### src/rtl/pc_seq_pkg.sv
// Shared encodings for the program-counter sequencer and its return-address stack.
package pc_seq_pkg;

  typedef enum logic [1:0] {
    CMD_SEQ  = 2'd0,
    CMD_JUMP = 2'd1,
    CMD_CALL = 2'd2,
    CMD_RET  = 2'd3
  } cmd_e;

  typedef enum logic [1:0] {
    ERR_NONE      = 2'd0,
    ERR_MISALIGN  = 2'd1,
    ERR_RAS_UNDER = 2'd2
  } err_e;

  typedef enum logic [0:0] {
    StRun  = 1'b0,
    StHalt = 1'b1
  } state_e;

endpackage

### src/rtl/ras_stack.sv
// Circular return-address stack: a full push overwrites the oldest entry and
// raises a one-cycle overflow pulse instead of failing.
module ras_stack #(
  parameter int unsigned Width = 64,
  parameter int unsigned Depth = 8
) (
  input  logic             clk,
  input  logic             reset,
  input  logic             push,
  input  logic             pop,
  input  logic [Width-1:0] push_data,
  output logic [Width-1:0] pop_data,
  output logic             empty,
  output logic             full,
  output logic             overflow
);

  localparam int unsigned PtrW = $clog2(Depth);
  localparam int unsigned CntW = $clog2(Depth + 1);

  logic [Width-1:0] mem_q [Depth];
  logic [PtrW-1:0]  ptr_q, ptr_d;
  logic [CntW-1:0]  cnt_q, cnt_d;
  logic             ovf_q, ovf_d;

  assign empty    = (cnt_q == '0);
  assign full     = (cnt_q == CntW'(Depth));
  assign overflow = ovf_q;
  // Top of stack sits one below the write pointer; modulo wrap is free.
  assign pop_data = mem_q[ptr_q - PtrW'(1)];

  always_comb begin
    ptr_d = ptr_q;
    cnt_d = cnt_q;
    ovf_d = 1'b0;
    if (push) begin
      ptr_d = ptr_q + PtrW'(1);
      if (full) begin
        ovf_d = 1'b1;
      end else begin
        cnt_d = cnt_q + CntW'(1);
      end
    end else if (pop && !empty) begin
      ptr_d = ptr_q - PtrW'(1);
      cnt_d = cnt_q - CntW'(1);
    end
  end

  always_ff @(posedge clk) begin
    if (!reset) begin
      ptr_q <= '0;
      cnt_q <= '0;
      ovf_q <= 1'b0;
    end else begin
      ptr_q <= ptr_d;
      cnt_q <= cnt_d;
      ovf_q <= ovf_d;
    end
  end

  // Entry contents need no reset.
  always_ff @(posedge clk) begin
    if (reset && push) begin
      mem_q[ptr_q] <= push_data;
    end
  end

endmodule

### src/rtl/pc_sequencer.sv
// Fetch program counter with sequential/jump/call/return sequencing, stall,
// a return-address stack, and a halt-on-error state left only by reset.
module pc_sequencer
  import pc_seq_pkg::*;
#(
  parameter int unsigned       ADDR_W      = 64,
  parameter logic [ADDR_W-1:0] RESET_VEC   = '0,
  parameter int unsigned       INSTR_BYTES = 4,
  parameter int unsigned       RAS_DEPTH   = 8
) (
  input  logic              clk,
  input  logic              reset,
  input  logic              stall,
  input  logic [1:0]        cmd,
  input  logic [ADDR_W-1:0] target,
  output logic [ADDR_W-1:0] pc_out,
  output logic [ADDR_W-1:0] pc_plus,
  output logic              ras_empty,
  output logic              ras_full,
  output logic              ras_overflow,
  output logic              halted,
  output logic [1:0]        err_code
);

  localparam int unsigned AlignW = $clog2(INSTR_BYTES);

  logic [ADDR_W-1:0] pc_q, pc_d;
  state_e            state_q, state_d;
  err_e              err_q, err_d;
  logic              misaligned;
  logic              ras_push, ras_pop;
  logic [ADDR_W-1:0] ras_pop_data;

  assign pc_plus  = pc_q + ADDR_W'(INSTR_BYTES);
  assign pc_out   = pc_q;
  assign halted   = (state_q == StHalt);
  assign err_code = err_q;

  generate
    if (AlignW == 0) begin : g_no_align
      assign misaligned = 1'b0;
    end else begin : g_align
      assign misaligned = |target[AlignW-1:0];
    end
  endgenerate

  always_comb begin
    pc_d     = pc_q;
    state_d  = state_q;
    err_d    = err_q;
    ras_push = 1'b0;
    ras_pop  = 1'b0;
    if (state_q == StRun && !stall) begin
      unique case (cmd_e'(cmd))
        CMD_SEQ: begin
          pc_d = pc_plus;
        end
        CMD_JUMP: begin
          if (misaligned) begin
            err_d   = ERR_MISALIGN;
            state_d = StHalt;
          end else begin
            pc_d = target;
          end
        end
        CMD_CALL: begin
          if (misaligned) begin
            err_d   = ERR_MISALIGN;
            state_d = StHalt;
          end else begin
            ras_push = 1'b1;
            pc_d     = target;
          end
        end
        CMD_RET: begin
          if (ras_empty) begin
            err_d   = ERR_RAS_UNDER;
            state_d = StHalt;
          end else begin
            ras_pop = 1'b1;
            pc_d    = ras_pop_data;
          end
        end
        default: ;
      endcase
    end
  end

  always_ff @(posedge clk) begin
    if (!reset) begin
      pc_q    <= RESET_VEC;
      state_q <= StRun;
      err_q   <= ERR_NONE;
    end else begin
      pc_q    <= pc_d;
      state_q <= state_d;
      err_q   <= err_d;
    end
  end

  ras_stack #(
    .Width(ADDR_W),
    .Depth(RAS_DEPTH)
  ) u_ras (
    .clk      (clk),
    .reset    (reset),
    .push     (ras_push),
    .pop      (ras_pop),
    .push_data(pc_plus),
    .pop_data (ras_pop_data),
    .empty    (ras_empty),
    .full     (ras_full),
    .overflow (ras_overflow)
  );

endmodule

### config.mk
export PLATFORM = sky130hd
export DESIGN_NAME = pc_sequencer
export DESIGN_NICKNAME = d
export VERILOG_FILES = /design/src/rtl/pc_seq_pkg.sv /design/src/rtl/ras_stack.sv /design/src/rtl/pc_sequencer.sv
export SDC_FILE = /design/constraint.sdc
export NUM_CORES = 1
export LEC_CHECK = 0
export ABC_CLOCK_PERIOD_IN_PS = 8000
export CORE_MARGIN = 2
export CORE_UTILIZATION = 58
export DETAILED_ROUTE_END_ITERATION = 12
export HOLD_SLACK_MARGIN = 0.03
export PLACE_DENSITY = 0.84
export SETUP_SLACK_MARGIN = 0.05
export SKIP_CTS_REPAIR_TIMING = 1
export SLEW_MARGIN = 0
export SYNTH_ARGS = -nofsm -noshare
export SYNTH_HDL_FRONTEND = slang
export SYNTH_SLANG_ARGS = --single-unit
### constraint.sdc
create_clock -name clk -period 8 [get_ports clk]
set_clock_uncertainty 0.1 [all_clocks]
set_input_delay 1.2 -clock clk [delete_from_list [all_inputs] [get_ports clk]]
set_output_delay 1.2 -clock clk [all_outputs]
set_load 0.02 [all_outputs]
==> results.tsv, run 1 <==
stage	metric	value	unit
global_routing	number of global-route vias before repair	15860	
cts	Inserted Clock Buffers	57	
placement	pre-CTS setup slack	2860	ps
die	DIE AREA	0.0450	sq mm
global_routing	gr usage total	32.4	%
cells_and_area	diodes inserted	0	
logic_synthesis	Yosys top cell area share	61.2	%
pwr	Peak supply drop	0.000221	V
min_path	Worst Hold Class	reg2reg	
sta	final hold vios	0	
die	initial core utilization	58.6	%
logic_synthesis	Post-Syn Area	0.0251	sq mm
sta	Slew @ Worst Pin	1150	ps
sta	Final Cycle Share	72.0	%
logic_synthesis	Mapped Nets	1728	
logic_synthesis	syn avg cell area	15.2	sq um
critical_path	CP required	6700	ps
cells_and_area	Util after Layout	68.9	%
placement	port buffer count	202	
critical_path	Crit Path Class	reg2out	
run	max-cap violations	0	
routing	post-DR wirelength/cell	29.2	um
sta	Final min period	5760	ps
cells_and_area	Total Nets Final	1904	
cts	Reg clk slew, reported paths	60	ps
logic_synthesis	synth warn	0	
cts	Root Driver	clkbuf_16	
routing	Post-DRT Antenna Nets	0	
critical_path	crit path DAT	4460	ps
logic_synthesis	Area contributors post-synth	edfxtp_1 (61%), mux4_2 (10%), dfxtp_1 (6.0%)	
critical_path	Worst Setup Start Kind	flip-flop	
cells_and_area	ratio of cells with drive above 1 in the final layout	14.9	%
pwr	Pleak	9.59	nW
routing	final WL	71700	um
sta	Slew headroom	23.2	%
outcome	outcome	finished clean	
critical_path	CP Launch Point	pc_out[13]$_SDFFE_PN0P_	
logic_synthesis	Post-Syn Instances	1651	
sta	Setup TNS	0	ps
cts	CTS tree	done	
logic_synthesis	EDFF count, synth	512	
logic_synthesis	most common cell in the netlist	edfxtp_1	
die	Die Y	212	um
cts	CTS Buffer Depth	3	
pwr	power per cell area	228	mW/mm^2
routing	drt drc	0	
routing	vias per inst	6.74	
cts	H-Tree Depth	2	
placement	hpwl dp	45500	um
cells_and_area	Area Growth Syn to Fin	17.6	%
min_path	Hold Crit Start	halted$_SDFFE_PN0P_	
global_routing	global-route wire length before repair	105000	um
routing	Pre-antenna DRT Iters	9	
routing	DR iter-0 viols	2440	
global_routing	largest net degree at the start of global routing	103	
die	Die W	212	um
critical_path	critical path peak fanout	10	
logic_synthesis	Synth top cells by count	edfxtp_1 (512), nand2_1 (151), mux4_2 (113)	
placement	placed cells	2353	
sta	highest clock rate	174	MHz
cts	Worst-Skew Late Latency	610	ps
logic_synthesis	FF+latch count, synth	587	
logic_synthesis	asr flop ratio synth	0	%
placement	RePlAce Congestion	0.987	
cells_and_area	final cell count without fillers	2457	
logic_synthesis	Yosys top cell by area	edfxtp_1	
sta	RSZ-0062 raised after global routing	false	
logic_synthesis	Primary FF master, synth	edfxtp_1	
cts	CTS Sinks	587	
routing	Vias	16571	
die	CORE AREA	0.0429	sq mm
die	number of I/O pins	203	
critical_path	FF-to-FF Start	u_ras.ptr_q[0]$_SDFFE_PN0P_	
sta	max-slew violation count	0	
sta	Final Setup Violations	0	
critical_path	CP endpoint kind	output pin	
logic_synthesis	sequential share of the synthesized area	67.2	%
sta	setup ws final	2240	ps
global_routing	initial antenna violation count	0	
global_routing	total grt overflow	0	
die	# rows	76	
logic_synthesis	Cell variety after synth	68	
## flip-flops by register name, indices dropped and copies added (netlist names)
signal          count
u_ras.ptr_q         3
halted              1
err_code            2
pc_out             64
u_ras.mem_q       512
u_ras.overflow      1
u_ras.cnt_q         4
## stage by stage
stage               hold WS [ps]  total power [mW]  area [sq um]
detailed placement           402              4.15         27700
global placement             376              4.13         27700
floorplan                    407              3.86         25100
global route                 451              6.91         29500
CTS                          416              6.75         29500
finish                       410              6.74         29500
## cell families after synthesis
group | Yosys count | synth area share (%)
and+or+nand+nor | 430 | 8.19
adders and majority gates | 8 | 0.399
DFF | 587 | 67.2
xor gates and xnor gates | 66 | 2.33
AOI/OAI and AO/OA | 232 | 6.31
buffers and inverters | 139 | 2.29
muxes | 189 | 13.3
## final timing paths
check,slack (ps),to,cells after the start
worst min-delay path,410,halted$_SDFFE_PN0P_,2
worst min register to register,410,halted$_SDFFE_PN0P_,2
worst max register to register,3990,pc_out[57]$_SDFFE_PN0P_,7
worst max-delay path,2240,pc_plus[30],6
## placed cells by master, fill, tap and decap left out, types with 10 or more instances in the layout
master / n
inv_1: 24
and3_1: 14
o21ai_0: 45
clkinv_2: 11
edfxtp_1: 512
a21oi_1: 54
clkbuf_1: 16
dfxtp_1: 74
buf_4: 28
a221oi_1: 22
nor2_1: 88
nand2_1: 151
nor3_1: 21
xor2_1: 19
nor4_1: 13
a31oi_1: 12
mux4_2: 113
mux2i_1: 53
mux2_2: 23
and4_1: 10
clkbuf_16: 58
nand4_1: 33
clkdlybuf4s50_1: 201
o22ai_1: 15
nand3_1: 51
xnor2_1: 45
## cell type report
type | count | area [sq um]
timing repair buffer | 231 | 2250
tap | 585 | 732
clock inverter | 25 | 236
clock buffer | 79 | 1580
fill | 2734 | 13400
inverter | 25 | 93.8
sequential | 587 | 16900
multi-input combinational | 925 | 7760
## worst max-delay path, cell delays in order (launching register included)
cell and delay, ps:
dfxtp_1 520, nand4_1 300, nor4_1 750, nand2_1 400
nor3_1 460, xor2_1 660, clkdlybuf4s50_1 760
## power breakdown
part / internal (mW) / switching (mW) / total, mW
Sequential: 3.37 / 0.0650 / 3.44
Combinational: 0.267 / 0.397 / 0.664
Clock: 1.51 / 1.13 / 2.64
## layer usage
metal	global-route usage [%]	part of all wire [%]	vias to the layer above	routed length (um)
met5	0	0	-	0
met4	14.4	5.0	0	3600
met3	8.09	12	212	8750
met2	49.2	46	1195	33000
met1	45.0	37	8308	26400
li1	-	-	6856	-
(Power assumes the default switching activity.)
==> run 2: changes to the inputs <==
--- a/config.mk
+++ b/config.mk
@@ -5,7 +5,7 @@
 export SDC_FILE = /design/constraint.sdc
 export NUM_CORES = 1
 export LEC_CHECK = 0
-export ABC_CLOCK_PERIOD_IN_PS = 8000
+export ABC_CLOCK_PERIOD_IN_PS = 5300
 export CORE_MARGIN = 2
 export CORE_UTILIZATION = 58
 export DETAILED_ROUTE_END_ITERATION = 12
==> constraint.sdc (replaced) <==
create_clock -name clk -period 5.3 [get_ports clk]
set_clock_uncertainty 0.1 [all_clocks]
set_input_delay 0.795 -clock clk [delete_from_list [all_inputs] [get_ports clk]]
set_output_delay 0.795 -clock clk [all_outputs]
set_load 0.02 [all_outputs]
==> results.tsv, run 2 (same netlist as run 1, synthesis figures left out) <==
stage	metric	value	unit	change
cells_and_area	ratio of cells with drive above 1 in the final layout	16.2	%	was 14.9%
critical_path	Worst Setup Start Kind	flip-flop		unchanged
die	Die W	212	um	unchanged
critical_path	Crit Path Class	reg2out		unchanged
critical_path	Buf/Inv on CP	1		unchanged
cts	Inserted Clock Buffers	58		was 57
global_routing	number of global-route vias before repair	16502		was 15860
cells_and_area	most frequent cells in the layout	edfxtp_1 (512), clkdlybuf4s50_1 (201), nand2_1 (151)		unchanged
pwr	Peak supply drop	0.000389	V	was 0.000221 V
cts	CTS tree	done		unchanged
routing	Vias	16815		was 16571
routing	Post-DRT Antenna Nets	0		unchanged
cts	H-Tree Depth	2		unchanged
sta	Final Setup Violations	0		unchanged
cells_and_area	Area Growth Syn to Fin	19.3	%	was 17.6%
placement	port buffer count	202		unchanged
global_routing	largest net degree at the start of global routing	82		was 103
critical_path	CP endpoint kind	output pin		unchanged
die	initial core utilization	58.6	%	unchanged
sta	RSZ-0062 raised after global routing	false		unchanged
critical_path	delay-heaviest family, CP	simple AND/OR/NAND/NOR gates		unchanged
routing	final WL	73300	um	was 71700 um
die	# rows	76		unchanged
routing	vias per inst	6.77		was 6.74
critical_path	CP peak stage delay	750	ps	was 760 ps
global_routing	initial antenna violation count	0		unchanged
routing	post-DR wirelength/cell	29.5	um	was 29.2 um
placement	placed cells	2373		was 2353
global_routing	global-route wire length before repair	107000	um	was 105000 um
critical_path	slowest stage cell on the critical path	clkdlybuf4s50_1		unchanged
cts	CTS Buffer Depth	3		unchanged
sta	Slew headroom	28.8	%	was 23.2%
die	CORE AREA	0.0429	sq mm	unchanged
routing	drt drc	0		unchanged
sta	highest clock rate	193	MHz	
cells_and_area	flip-flop count of the largest register after layout	512		unchanged
critical_path	worst path cell trace	nand3_1 -> nor4_1 -> nand4_1 -> nor4_2 -> xor2_1 -> clkdlybuf4s50_1		was nand4_1 -> nor4_1 -> nand2_1 -> nor3_1 -> xor2_1 -> clkdlybuf4s50_1
cts	Worst-Skew Late Latency	620	ps	was 610 ps
cells_and_area	diodes inserted	0		unchanged
cells_and_area	number of filler cells placed in the layout	2689		was 2734
sta	Slew @ Worst Pin	1060	ps	was 1150 ps
critical_path	CP required	4410	ps	was 6700 ps
placement	RePlAce Congestion	0.954		was 0.987
pwr	power per cell area	350	mW/mm^2	was 228 mW/mm^2
run	max-cap violations	0		unchanged
pwr	Pleak	9.80	nW	was 9.59 nW
sta	Final Cycle Share	97.9	%	
sta	max-slew violation count	0		unchanged
die	DIE AREA	0.0450	sq mm	unchanged
die	number of I/O pins	203		unchanged
global_routing	total grt overflow	0		unchanged
critical_path	critical path peak fanout	9		was 10
cts	Root Driver	clkbuf_16		unchanged
outcome	outcome	finished clean		unchanged
cells_and_area	Total Nets Final	1925		was 1904
placement	hpwl dp	45900	um	was 45500 um
cts	CTS Sinks	587		unchanged
sta	Hold Slack	401	ps	was 410 ps
sta	Final min period	5190	ps	
cells_and_area	final cell count without fillers	2482		was 2457
critical_path	crit path DAT	4290	ps	was 4460 ps
min_path	Worst Hold Class	reg2reg		unchanged
routing	Pre-antenna DRT Iters	6		was 9
routing	DR iter-0 viols	2243		was 2440
global_routing	gr usage total	32.8	%	was 32.4%
sta	final hold vios	0		unchanged
die	Die Y	212	um	unchanged
cts	Reg clk slew, reported paths	60	ps	about the same
cells_and_area	Biggest register	u_ras.mem_q		unchanged
cells_and_area	leading cell type in the layout, fill and taps excluded	edfxtp_1		unchanged
## run 2: path summary, 6_finish.rpt
path	from	end	slack [ps]	cells past startpoint
min reg2reg	halted$_SDFFE_PN0P_	halted$_SDFFE_PN0P_	400	2
min	halted$_SDFFE_PN0P_	halted$_SDFFE_PN0P_	400	2
max	pc_out[35]$_SDFFE_PN0P_	pc_plus[61]	110	6
max reg2reg	u_ras.ptr_q[0]$_SDFFE_PN0P_	pc_out[36]$_SDFFE_PN0P_	1770	9
## run 2: final cells by class
type	count	area (sq um)	share of cell area, %
Clock buffer	90	1730	5.76
Clock inverter	19	274	0.914
Timing Repair Buffer	251	2430	8.13
Inverter	25	93.8	0.313
Tap cell	585	732	2.44
Sequential cell	587	16900	56.3
Multi-Input combinational cell	925	7830	26.1
## run 2: where the power goes
part	leakage, nW	internal, mW	total (mW)	switching [mW]
clock	0.980	2.57	4.29	1.72
combinational	3.49	0.412	1.02	0.607
sequential	5.33	5.09	5.19	0.0939
## run 2: worst min-delay path: stages, from the launching register on
cell     delay [ps]
dfxtp_1         320
nor2_1          100
nor2_1           40
## run 2: metal layers
layer | GRT usage (%) | wire [um] | up-vias
met1 | 45.0 | 26900 | 8451
met5 | 0 | 0 | -
met3 | 7.36 | 8860 | 217
li1 | - | - | 6902
met2 | 49.9 | 33700 | 1245
met4 | 16.7 | 3850 | 0
## run 2: through the flow
step / setup TNS, ps / cell area (sq um) / total power [mW] / util [%] / setup slack [ps]
final: 0 / 30000 / 10.5 / 69.9 / 110
after global routing: 0 / 30000 / 10.8 / 69.9 / 28.3
after CTS: -71.5 / 29900 / 10.5 / 69.7 / -71.5
after detailed placement: 0 / 27900 / 6.27 / 65.1 / 713
after global placement: 0 / 27900 / 6.25 / 65.1 / 894
after floorplan: 0 / 25100 / 5.82 / - / 251
